$ cat config.mk
export PLATFORM = sky130hd
export DESIGN_NAME = rx_lane_dispatch_ctrl
export DESIGN_NICKNAME = d
export VERILOG_FILES = /design/src/rtl/rx_lane_dispatch_ctrl.sv
export SDC_FILE = /design/constraint.sdc
export NUM_CORES = 1
export LEC_CHECK = 0
export CORE_AREA = 5 5 73 89
export DETAILED_ROUTE_END_ITERATION = 12
export DIE_AREA = 0 0 78 94
export SLEW_MARGIN = 25
export SYNTH_ARGS = -nofsm -noshare
export SYNTH_HDL_FRONTEND = slang
export SYNTH_SLANG_ARGS = --single-unit
$ cat constraint.sdc
create_clock -name clk_2f -period 3.1 [get_ports clk_2f]
set_clock_uncertainty 0.15 [all_clocks]
set_input_delay 0.31 -clock clk_2f [delete_from_list [all_inputs] [get_ports clk_2f]]
set_output_delay 0.31 -clock clk_2f [all_outputs]
set_load 0.005 [all_outputs]
$ cat src/rtl/rx_lane_dispatch_ctrl.sv
// RX lane dispatch controller: acquires byte alignment on a run of COM characters,
// then steers payload bytes alternately to two credit-flow-controlled lanes.
module rx_lane_dispatch_ctrl #(
  parameter logic [7:0] COM_CHAR   = 8'hBC,
  parameter int         SYNC_COUNT = 4,
  parameter int         CREDITS    = 4
) (
  input  logic       clk_2f,
  input  logic       reset,
  input  logic [7:0] data_in,
  input  logic       valid_in,
  output logic       ready_in,
  input  logic       credit_return_0,
  input  logic       credit_return_1,
  output logic [7:0] data_out_0,
  output logic       valid_out_0,
  output logic [7:0] data_out_1,
  output logic       valid_out_1,
  output logic       sync_ok,
  output logic       active_lane,
  output logic       drop_err
);

  localparam int CW = $clog2(CREDITS + 1);
  localparam int SW = $clog2(SYNC_COUNT + 1);

  // Handshake: upstream byte is taken on a rising edge when valid_in=1 and ready_in=1;
  // COM bytes are always taken, and a payload byte presented while ready_in=0 is dropped.

  typedef enum logic {SEARCH = 1'b0, SYNCED = 1'b1} state_e;

  state_e          state_q;
  logic [SW-1:0]   com_cnt_q;
  logic            lane_q;
  logic [CW-1:0]   credit0_q, credit1_q;
  logic [CW-1:0]   credit0_d, credit1_d;
  logic [7:0]      data0_q, data1_q;
  logic            valid0_q, valid1_q, drop_q;

  logic            is_com, payload, lane_ready, disp0, disp1, drop;

  // Same-cycle dispatch and return cancel; a return at full credit is ignored.
  function automatic logic [CW-1:0] credit_next(input logic [CW-1:0] cur,
                                                input logic dec, input logic ret);
    logic [CW-1:0] nxt;
    nxt = cur;
    if (dec && !ret)
      nxt = cur - CW'(1);
    else if (ret && !dec && cur != CW'(CREDITS))
      nxt = cur + CW'(1);
    return nxt;
  endfunction

  always_comb begin
    is_com     = valid_in && (data_in == COM_CHAR);
    payload    = (state_q == SYNCED) && valid_in && (data_in != COM_CHAR);
    lane_ready = lane_q ? (credit1_q != '0) : (credit0_q != '0);
    ready_in   = (state_q == SEARCH) || lane_ready;
    disp0      = payload && lane_ready && !lane_q;
    disp1      = payload && lane_ready && lane_q;
    drop       = payload && !lane_ready;
    credit0_d  = credit_next(credit0_q, disp0, credit_return_0);
    credit1_d  = credit_next(credit1_q, disp1, credit_return_1);
  end

  always_ff @(posedge clk_2f or posedge reset) begin
    if (reset) begin
      state_q   <= SEARCH;
      com_cnt_q <= '0;
      lane_q    <= 1'b0;
      credit0_q <= CW'(CREDITS);
      credit1_q <= CW'(CREDITS);
      data0_q   <= 8'h00;
      data1_q   <= 8'h00;
      valid0_q  <= 1'b0;
      valid1_q  <= 1'b0;
      drop_q    <= 1'b0;
    end else begin
      valid0_q  <= disp0;
      valid1_q  <= disp1;
      drop_q    <= drop;
      credit0_q <= credit0_d;
      credit1_q <= credit1_d;
      if (disp0) data0_q <= data_in;
      if (disp1) data1_q <= data_in;

      if (state_q == SEARCH) begin
        if (valid_in) begin
          if (is_com) begin
            if (com_cnt_q == SW'(SYNC_COUNT - 1)) begin
              state_q   <= SYNCED;
              com_cnt_q <= '0;
              lane_q    <= 1'b0;
            end else begin
              com_cnt_q <= com_cnt_q + SW'(1);
            end
          end else begin
            com_cnt_q <= '0;
          end
        end
      end else begin
        // A COM in the stream realigns the lane pointer without using credit.
        if (is_com)
          lane_q <= 1'b0;
        else if (disp0 || disp1)
          lane_q <= ~lane_q;
      end
    end
  end

  assign data_out_0  = data0_q;
  assign data_out_1  = data1_q;
  assign valid_out_0 = valid0_q;
  assign valid_out_1 = valid1_q;
  assign drop_err    = drop_q;
  assign sync_ok     = (state_q == SYNCED);
  assign active_lane = lane_q;

endmodule

Yosys cells after proc, flatten, opt, wreduce, memory -nomap -nowiden. Cells that the tools add are included.

Reduce and logical (&&, ||, !) cells: 31. Add/subtract/negate cells: 5. Bitwise operators: 2. Equality and inequality tests: 5. Muxes and demuxes: 17.

Operators by type and width (number): $mux W3 (6); $logic_and A1 B1 Y1 (13); $reduce_bool A2 Y1 (6); $mux W1 (11); $add A3 B1 Y3 const B (3); $eq A8 B8 Y1 const B (1); $ne A8 B8 Y1 const B (1); $logic_not A1 Y1 (6); $ne A3 B3 Y1 const B (2); $reduce_bool A3 Y1 (2); $sub A3 B1 Y3 const B (2); $reduce_and A4 Y1 (1); $eq A3 B2 Y1 const B (1); $logic_or A1 B1 Y1 (2); $not A1 Y1 (2); $reduce_and A2 Y1 (1).

Bits in registers: 30. Input port bits: 13. Logic and storage cells: 70. Output and inout port bits: 22.

Logic depth before layout (Yosys ltp). Gate-level depths: netlist of run 1.

Depth after elaboration: 9. Mapped depth: 11. Gate-level depth less buffers: 10.

Least setup slack after synthesis of run 1. No wires, ideal clock.

Kind: reg-to-reg. Start: reg lane_q (netlist: active_lane). End: reg credit0_q[2]. Stages on the path, launching flop included: 11. Buffers on the path: 1. Setup time: 0.089 ns. Required time: 2.861 ns. Slack: 0.636 ns. Clock period less this slack: 2.464 ns. Data arrival time: 2.225 ns. Cells stage by stage: dfrtp_1 -> clkbuf_1 -> nor4b_1 -> nor2_1 -> nand3_4 -> inv_6 -> nand2_1 -> fa_1 -> nor4b_1 -> and3_1 -> a211oi_1.

Longest elaborated chain between the ends: 7. Elaborated cells between the ends (all ways): 10. Classes of those cells: mux (2); reduce/logical (8).

RTL lines: start: declaration (line 34) `logic lane_q;`; start signal: assignment (line 106) `lane_q <= ~lane_q;`; $mux W1 (line 57) `lane_ready = lane_q ? (credit1_q != '0) : (credit0_q != '0);`; $logic_and A1 B1 Y1 (line 59) `disp0 = payload && lane_ready && !lane_q;`; $logic_and A1 B1 Y1 * (line 59); net disp0 (line 40) `logic is_com, payload, lane_ready, disp0, disp1, drop;`; $logic_not A1 Y1 (line 49) `else if (ret && !dec && cur != CW'(CREDITS))`; $logic_and A1 B1 Y1 (2 in a row) (line 49); $reduce_bool A2 Y1 (no line); end signal: assignment (line 71) `credit0_q <= CW'(CREDITS);`; end signal: assignment (line 82) `credit0_q <= credit0_d;`; end: declaration (line 35) `logic [CW-1:0] credit0_q, credit1_q;`.

The timed path passes the listed nets; every way through them passes the cells marked *. A chain may end at the register's enable or synchronous reset.

Final worst setup path of run 1.
Start: in data_in[0]. End: reg credit0_q[2].

Longest elaborated chain between the ends: 8. Elaborated cells between the ends (all ways): 10. Classes of those cells: eq/ne (1); mux (1); reduce/logical (8).

RTL lines: start: declaration (line 10) `input logic [7:0] data_in,`; $ne A8 B8 Y1 * (line 56) `payload = (state_q == SYNCED) && valid_in && (data_in != COM_CHAR);`; $logic_and A1 B1 Y1 * (line 56); $logic_and A1 B1 Y1 * (2 in a row) (line 59); net disp0 (line 40); $logic_not A1 Y1 (line 49); $logic_and A1 B1 Y1 (2 in a row) (line 49); $reduce_bool A2 Y1 (no line).

Marks and branches as above.

==> flow_summary.yaml, run 1 <==
global_routing:
  grt_pass1_vias: 1239
  grt_util_all_layers_pct: 10.5
  grt_pass1_wl_mm: 6.09
  overflow: 0
  grt_max_degree: 31
  antenna_found_initial: 0
routing:
  drc: 0
  final_antenna_net_count: 0
  drtIter0Drc: 69
  vias_per_cell: 4.87
  drt_wl_total_mm: 3.58
  routedWlPerCell_um: 15.1
  via_count: 1159
  first_pass_iters: 4
timing:
  setup_violations: 0
  hold_violations: 0
  max_freq_ghz: 0.372
  tightest_slew_ns: 0.823
  fin_setup_tns_ns: 0
  relSlewSlack_pct: 45.1
  slew_violations: 0
  finalCritPeriodShare_pct: 86.7
  rsz0062_at_grt: "no"
  fin_crit_ns: 2.69
setup_path:
  worstSetupEndpointType: "register"
  regToRegEndpoint: "credit0_q[2]"
  cp-endpoint: "credit0_q[2]"
  cp_data_arrival_time_ns: 2.73
  cp_slowest_stage_delay_ns: 0.58
  start_kind: "primary input"
  critPathTopFamily: "simple AND/OR/NAND/NOR gates"
  path_max_fanout: 7
  cp_num_buf_inv: 2
  crit_cells: 10
  reg2reg_depth: 9
  critPathLaunch: "data_in[0]"
  criticalPathCategory: "in2reg"
  reg2reg_slack_ns: 0.44
  cp_slowest_cell: "or4b_4"
  path_cells: "clkdlybuf4s50_1 > or4b_4 > o211a_4 > nand3_4 > inv_6 > nand2_1 > fa_1 > nor4b_1 > a21oi_1 > a211oi_1"
  r2r-start: "active_lane"
  cp_data_required_time_ns: 3.14
synth:
  synth.avg_cell_area_sq_um: 11.9
  seq_area_frac_synth_pct: 48.4
  yosys-top-cells-area: "dfrtp_1 45%, mux2_4 8.7%, mux2_2 6.5%"
  synth_area_leader_cell: "dfrtp_1"
  netlist.area_leader.share_pct: 45.0
  synth_seq_cells: 30
  synth_edf_count: 0
  async_flop_share_pct: 100
  netlist_instances: 131
  yosysWarnings: 0
  synth_flop_cell: "dfrtp_1"
  synth_common_cells: "28 x dfrtp_1, 11 x o21ai_0, 9 x mux2_2, 9 x mux2_4, 8 x inv_1"
  synth_nets: 147
  syn_area_sq_um: 1560
  synth_cell_types: 41
  yosysMostFrequentCell: "dfrtp_1"
floorplanning:
  fp.dieH_um: 94
  placementRows: 30
  ioPinCount: 35
  coreArea_sq_um: 5520
  start_util_pct: 28.2
  die_area_sq_um: 7330
  dieWidth_um: 78
clock_tree:
  clk_pin_slew_ns: 0.07
  cts-root-buf: "clkbuf_8"
  cts_tree: "built"
  cts_max_level: 2
  numCtsBuffers: 5
  post_cts_buffers: 0
  cts_max_path_buffers: 2
  clk_latency_ns: 0.28
  postCtsHoldBufs: 0
  cts.sinks: 30
  ctsResizeCount: 0
placed_design:
  gp_congestion: 0.814
  port_buffers: 34
  dp_hpwl_mm: 2.57
layout:
  antennaDiodeCount: 0
  area_delta_synth_final_pct: 33.8
  fin_nets: 189
  fillers: 535
  drive_gt1_share_pct: 24.7
  final_core_util_pct: 37.8
pwr:
  p_leak_uw: 0.000892
  ir_drop_uv: 240
  power_density_nw_per_um2: 535
flow_run:
  max_cap_violations: 0
outcome:
  outcome: "finished clean"
min_path:
  min_path_type: "in2async"
[state kept, by name (all words and copies together), names as in the netlist]
name	flops
data_out_1	8
com_cnt_q	3
active_lane	1
valid_out_0	1
credit0_q	3
data_out_0	8
credit1_q	3
drop_err	1
sync_ok	1
valid_out_1	1
[how the worst min path moves through the flow]
stage	from	end
finish	reset	data_out_1[2]
global route	reset	data_out_1[2]
CTS	reset	data_out_1[2]
detailed placement	com_cnt_q[2]	com_cnt_q[2]
global placement	com_cnt_q[2]	com_cnt_q[2]
floorplan	reset	active_lane
[tightest hold or removal path, delay by kind of cell]
| kind | cells | cell delay, ns |
|---|---|---|
| buf+inv | 3 | 0.79 |
[layout by cell type (no fill, tap or decap), types with 2 or more instances in the layout]
cell             count
nor4b_1              2
a21oi_1              5
nor3_1               3
inv_1                8
nand2b_1             5
or2_2                2
a211oi_1             4
clkbuf_8             6
fa_1                 2
o21ai_0             11
dfstp_2              2
mux2_2               9
nand2_1              5
mux2_4               9
nand3_1              3
dfrtp_1             28
nor4_1               2
nor2b_1              3
clkdlybuf4s50_1     34
buf_4                5
nor2_1               3
[kinds of logic after synthesis]
group	synth area share, %
fa+ha+maj	3.37
flops	48.4
compound gates	14.0
xor+xnor	0.562
simple gates	14.6
mux	15.2
buf+inv	3.94
[metrics by stage]
stage	std cells	total power, uW	area, sq um	setup WS, ns	hold WS, ns
after global routing	238	1190	2080	0.220	0.304
after global placement	230	786	1990	0.204	0.309
after CTS	238	1130	2080	0.402	0.272
after floorplan	131	709	1560	0.636	0.249
final	238	1120	2080	0.412	0.247
after detailed placement	230	791	1990	0.110	0.321
[power by group]
group / internal (uW) / switching (uW) / total, uW
clock: 179 / 150 / 328
sequential: 445 / 64.7 / 509
combinational: 142 / 135 / 277
[final cells by class]
type                            count  area, sq um  share of cell area [%]
Sequential cell                    30          753                    36.1
Inverter                            9         38.8                    1.86
Timing Repair Buffer               39          378                    18.1
Clock buffer                        7         86.3                    4.14
Multi-Input combinational cell     88          743                    35.7
Tap cell                           64         80.1                    3.84
Clock inverter                      1         5.00                   0.240
[metal layers]
layer	track usage, %	vias to the layer above	wire (um)
li1	-	562	-
met1	13.1	564	1630
met2	16.4	28	1720
met3	2.78	5	140
met4	5.63	0	86
met5	0	-	0
Power figures use the tool's default switching activity.
==> inputs of run 2 (changes only) <==
- ABC_AREA: unset -> 1
- CORE_AREA: 5 5 73 89 -> 5 5 71 86
- CTS_CLUSTER_DIAMETER: unset -> 50
- DIE_AREA: 0 0 78 94 -> 0 0 76 91
- SKIP_LAST_GASP: unset -> 1
==> flow_summary.yaml, run 2 <==
pwr:
  power_density_nw_per_um2: 515
  ir_drop_uv: 196
  p_leak_uw: 0.000957
timing:
  hold_violations: 0
  tightest_slew_ns: 0.625
  setup_violations: 0
  setup_slack_ns: 0.875
  relSlewSlack_pct: 57.9
  max_freq_ghz: 0.449
  fin_setup_tns_ns: 0
  fin_hold_ws_ns: 0.253
  slew_violations: 0
  rsz0062_at_grt: "no"
  fin_crit_ns: 2.22
  finalCritPeriodShare_pct: 71.8
layout:
  area_delta_synth_final_pct: 34.4
  fillers: 543
  antennaDiodeCount: 0
  drive_gt1_share_pct: 13.7
  multiInputGateArea_sq_um: 574
  regArea_sq_um: 753
  mostFrequentLayoutCells: "47 x nand2_1, 34 x clkdlybuf4s50_1, 28 x dfrtp_1"
  final_common_cell: "nand2_1"
  fin_nets: 220
  final_core_util_pct: 37.4
routing:
  via_count: 1159
  drt_wl_total_mm: 3.16
  routedWlPerCell_um: 11.9
  first_pass_iters: 4
  final_antenna_net_count: 0
  drtIter0Drc: 25
  drc: 0
  vias_per_cell: 4.36
clock_tree:
  numCtsBuffers: 5
  post_cts_buffers: 0
  postCtsHoldBufs: 0
  clk_pin_slew_ns: 0.06
  cts_max_level: 2
  clk_latency_ns: 0.28
  cts_tree: "built"
  cts-root-buf: "clkbuf_8"
  ctsResizeCount: 0
  cts.sinks: 30
  cts_max_path_buffers: 2
global_routing:
  grt_pass1_vias: 1211
  grt_pass1_wl_mm: 5.51
  busiest_layer: "met2"
  grt_max_degree: 31
  met1_usage_pct: 11.2
  grtUsageMet3_pct: 3.37
  antenna_found_initial: 0
  overflow: 0
  grt_util_all_layers_pct: 10.1
  met2_usage_pct: 16.4
synth:
  synth_nets: 179
  synth_edf_count: 0
  synth_seq_cells: 30
  synth_common_cells: "47 x nand2_1, 28 x dfrtp_1, 27 x inv_1"
  synth_area_leader_cell: "dfrtp_1"
  seq_area_frac_synth_pct: 52.2
  synth_cell_types: 28
  yosysMostFrequentCell: "nand2_1"
  synth_flop_cell: "dfrtp_1"
  syn_area_sq_um: 1440
  yosysWarnings: 0
  synth.avg_cell_area_sq_um: 8.86
  netlist_instances: 163
  async_flop_share_pct: 100
  yosys-top-cells-area: "dfrtp_1 49%, nand2_1 12%, inv_1 7.0%"
  netlist.area_leader.share_pct: 48.5
setup_path:
  start_kind: "primary input"
  reg2reg_depth: 11
  cp_slowest_cell: "clkdlybuf4s50_1"
  critPathTopFamily: "simple AND/OR/NAND/NOR gates"
  cp_common_cell: "nand2_1"
  criticalPathCategory: "in2reg"
  path_cells: "clkdlybuf4s50_1 > inv_1 > nand2_1 > nor2_1 > nand2_1 > nand2_1 > nor3_2 > nand2_2 > fa_1 > inv_1 > nand3_1 > nand2_1 > nand2_1 > nand2_1"
  cp_num_buf_inv: 3
  worstSetupEndpointType: "register"
  crit_cells: 14
  cp_data_arrival_time_ns: 2.31
  cp_slowest_stage_delay_ns: 0.48
  cp_data_required_time_ns: 3.18
  path_max_fanout: 3
outcome:
  outcome: "finished clean"
placed_design:
  gp_congestion: 0.761
  port_buffers: 34
  place_ws_ns: 0.564
  dp_hpwl_mm: 2.43
floorplanning:
  die_area_sq_um: 6920
  dieWidth_um: 76
  coreArea_sq_um: 5190
  start_util_pct: 27.8
  ioPinCount: 35
  fp.dieH_um: 91
  placementRows: 29
min_path:
  min_path_type: "in2async"
flow_run:
  max_cap_violations: 0
-- run 2: cell count changes after synthesis, sizes merged, moves of 3 or more --
cell,previous run,this run
a211oi,4,0
nand2,5,52
mux2,18,0
nor2,4,9
nand2b,5,0
inv,9,27
nand4,1,4
o21ai,11,16
nor2b,3,0
nand3,4,9
-- run 2: final timing paths --
| check | startpoint | end | slack (ns) |
|---|---|---|---|
| max in group asynchronous | reset | credit1_q[2] | 2.24 |
| worst max register to register | active_lane | credit0_q[2] | 0.95 |
| worst min-delay path | reset | data_out_0[3] | 0.25 |
| worst min register to register | com_cnt_q[1] | com_cnt_q[1] | 0.33 |
| worst max-delay path | data_in[6] | credit0_q[2] | 0.88 |
| min in group clk_2f | com_cnt_q[1] | com_cnt_q[1] | 0.33 |
-- run 2: where the power goes --
| part | internal, uW | total [uW] | switching, uW | leakage, uW |
|---|---|---|---|---|
| Combinational | 94.8 | 244 | 149 | 0.000508 |
| Sequential | 442 | 471 | 28.7 | 0.000405 |
| Clock | 150 | 285 | 135 | 0.0000438 |
-- run 2: cell families (layout without fill, tap and decap cells) --
logic type / count (synthesis) / after routing / share of synthesized area [%]
AOI/OAI and AO/OA: 23 / 23 / 10.5
xor gates and xnor gates: 1 / 1 / 0.607
adders and majority gates: 3 / 3 / 3.64
buffers and inverters: 29 / 70 / 8.06
DFF: 30 / 30 / 52.2
muxes: 1 / 1 / 0.693
and+or+nand+nor: 76 / 76 / 24.4
-- run 2: cell type report --
| type | count | share of cell area [%] |
|---|---|---|
| Inverter | 27 | 5.22 |
| Timing Repair Buffer | 36 | 18.3 |
| Clock buffer | 5 | 3.55 |
| Sequential cell | 30 | 38.8 |
| Clock inverter | 2 | 0.516 |
| Multi-Input combinational cell | 104 | 29.6 |
| Tap cell | 62 | 4.00 |
-- run 2: per-layer routing --
metal | share of wire [%] | vias up
met4 | 2.9 | 0
met1 | 42 | 533
met2 | 49 | 25
met5 | 0 | -
met3 | 5.8 | 7
li1 | - | 594
-- run 2: per-stage QoR --
stage / instances / power, uW / cell area, sq um
2_1_floorplan: 163 / 659 / 1440
3_3_place_gp: 259 / 712 / 1860
3_5_place_dp: 259 / 724 / 1860
4_1_cts: 266 / 1020 / 1940
5_1_grt: 266 / 1070 / 1940
6_report: 266 / 1000 / 1940
-- run 2: worst min-delay path: cells and delay by family --
kind	cells	cell delay, ns
buffers and inverters	3	0.79
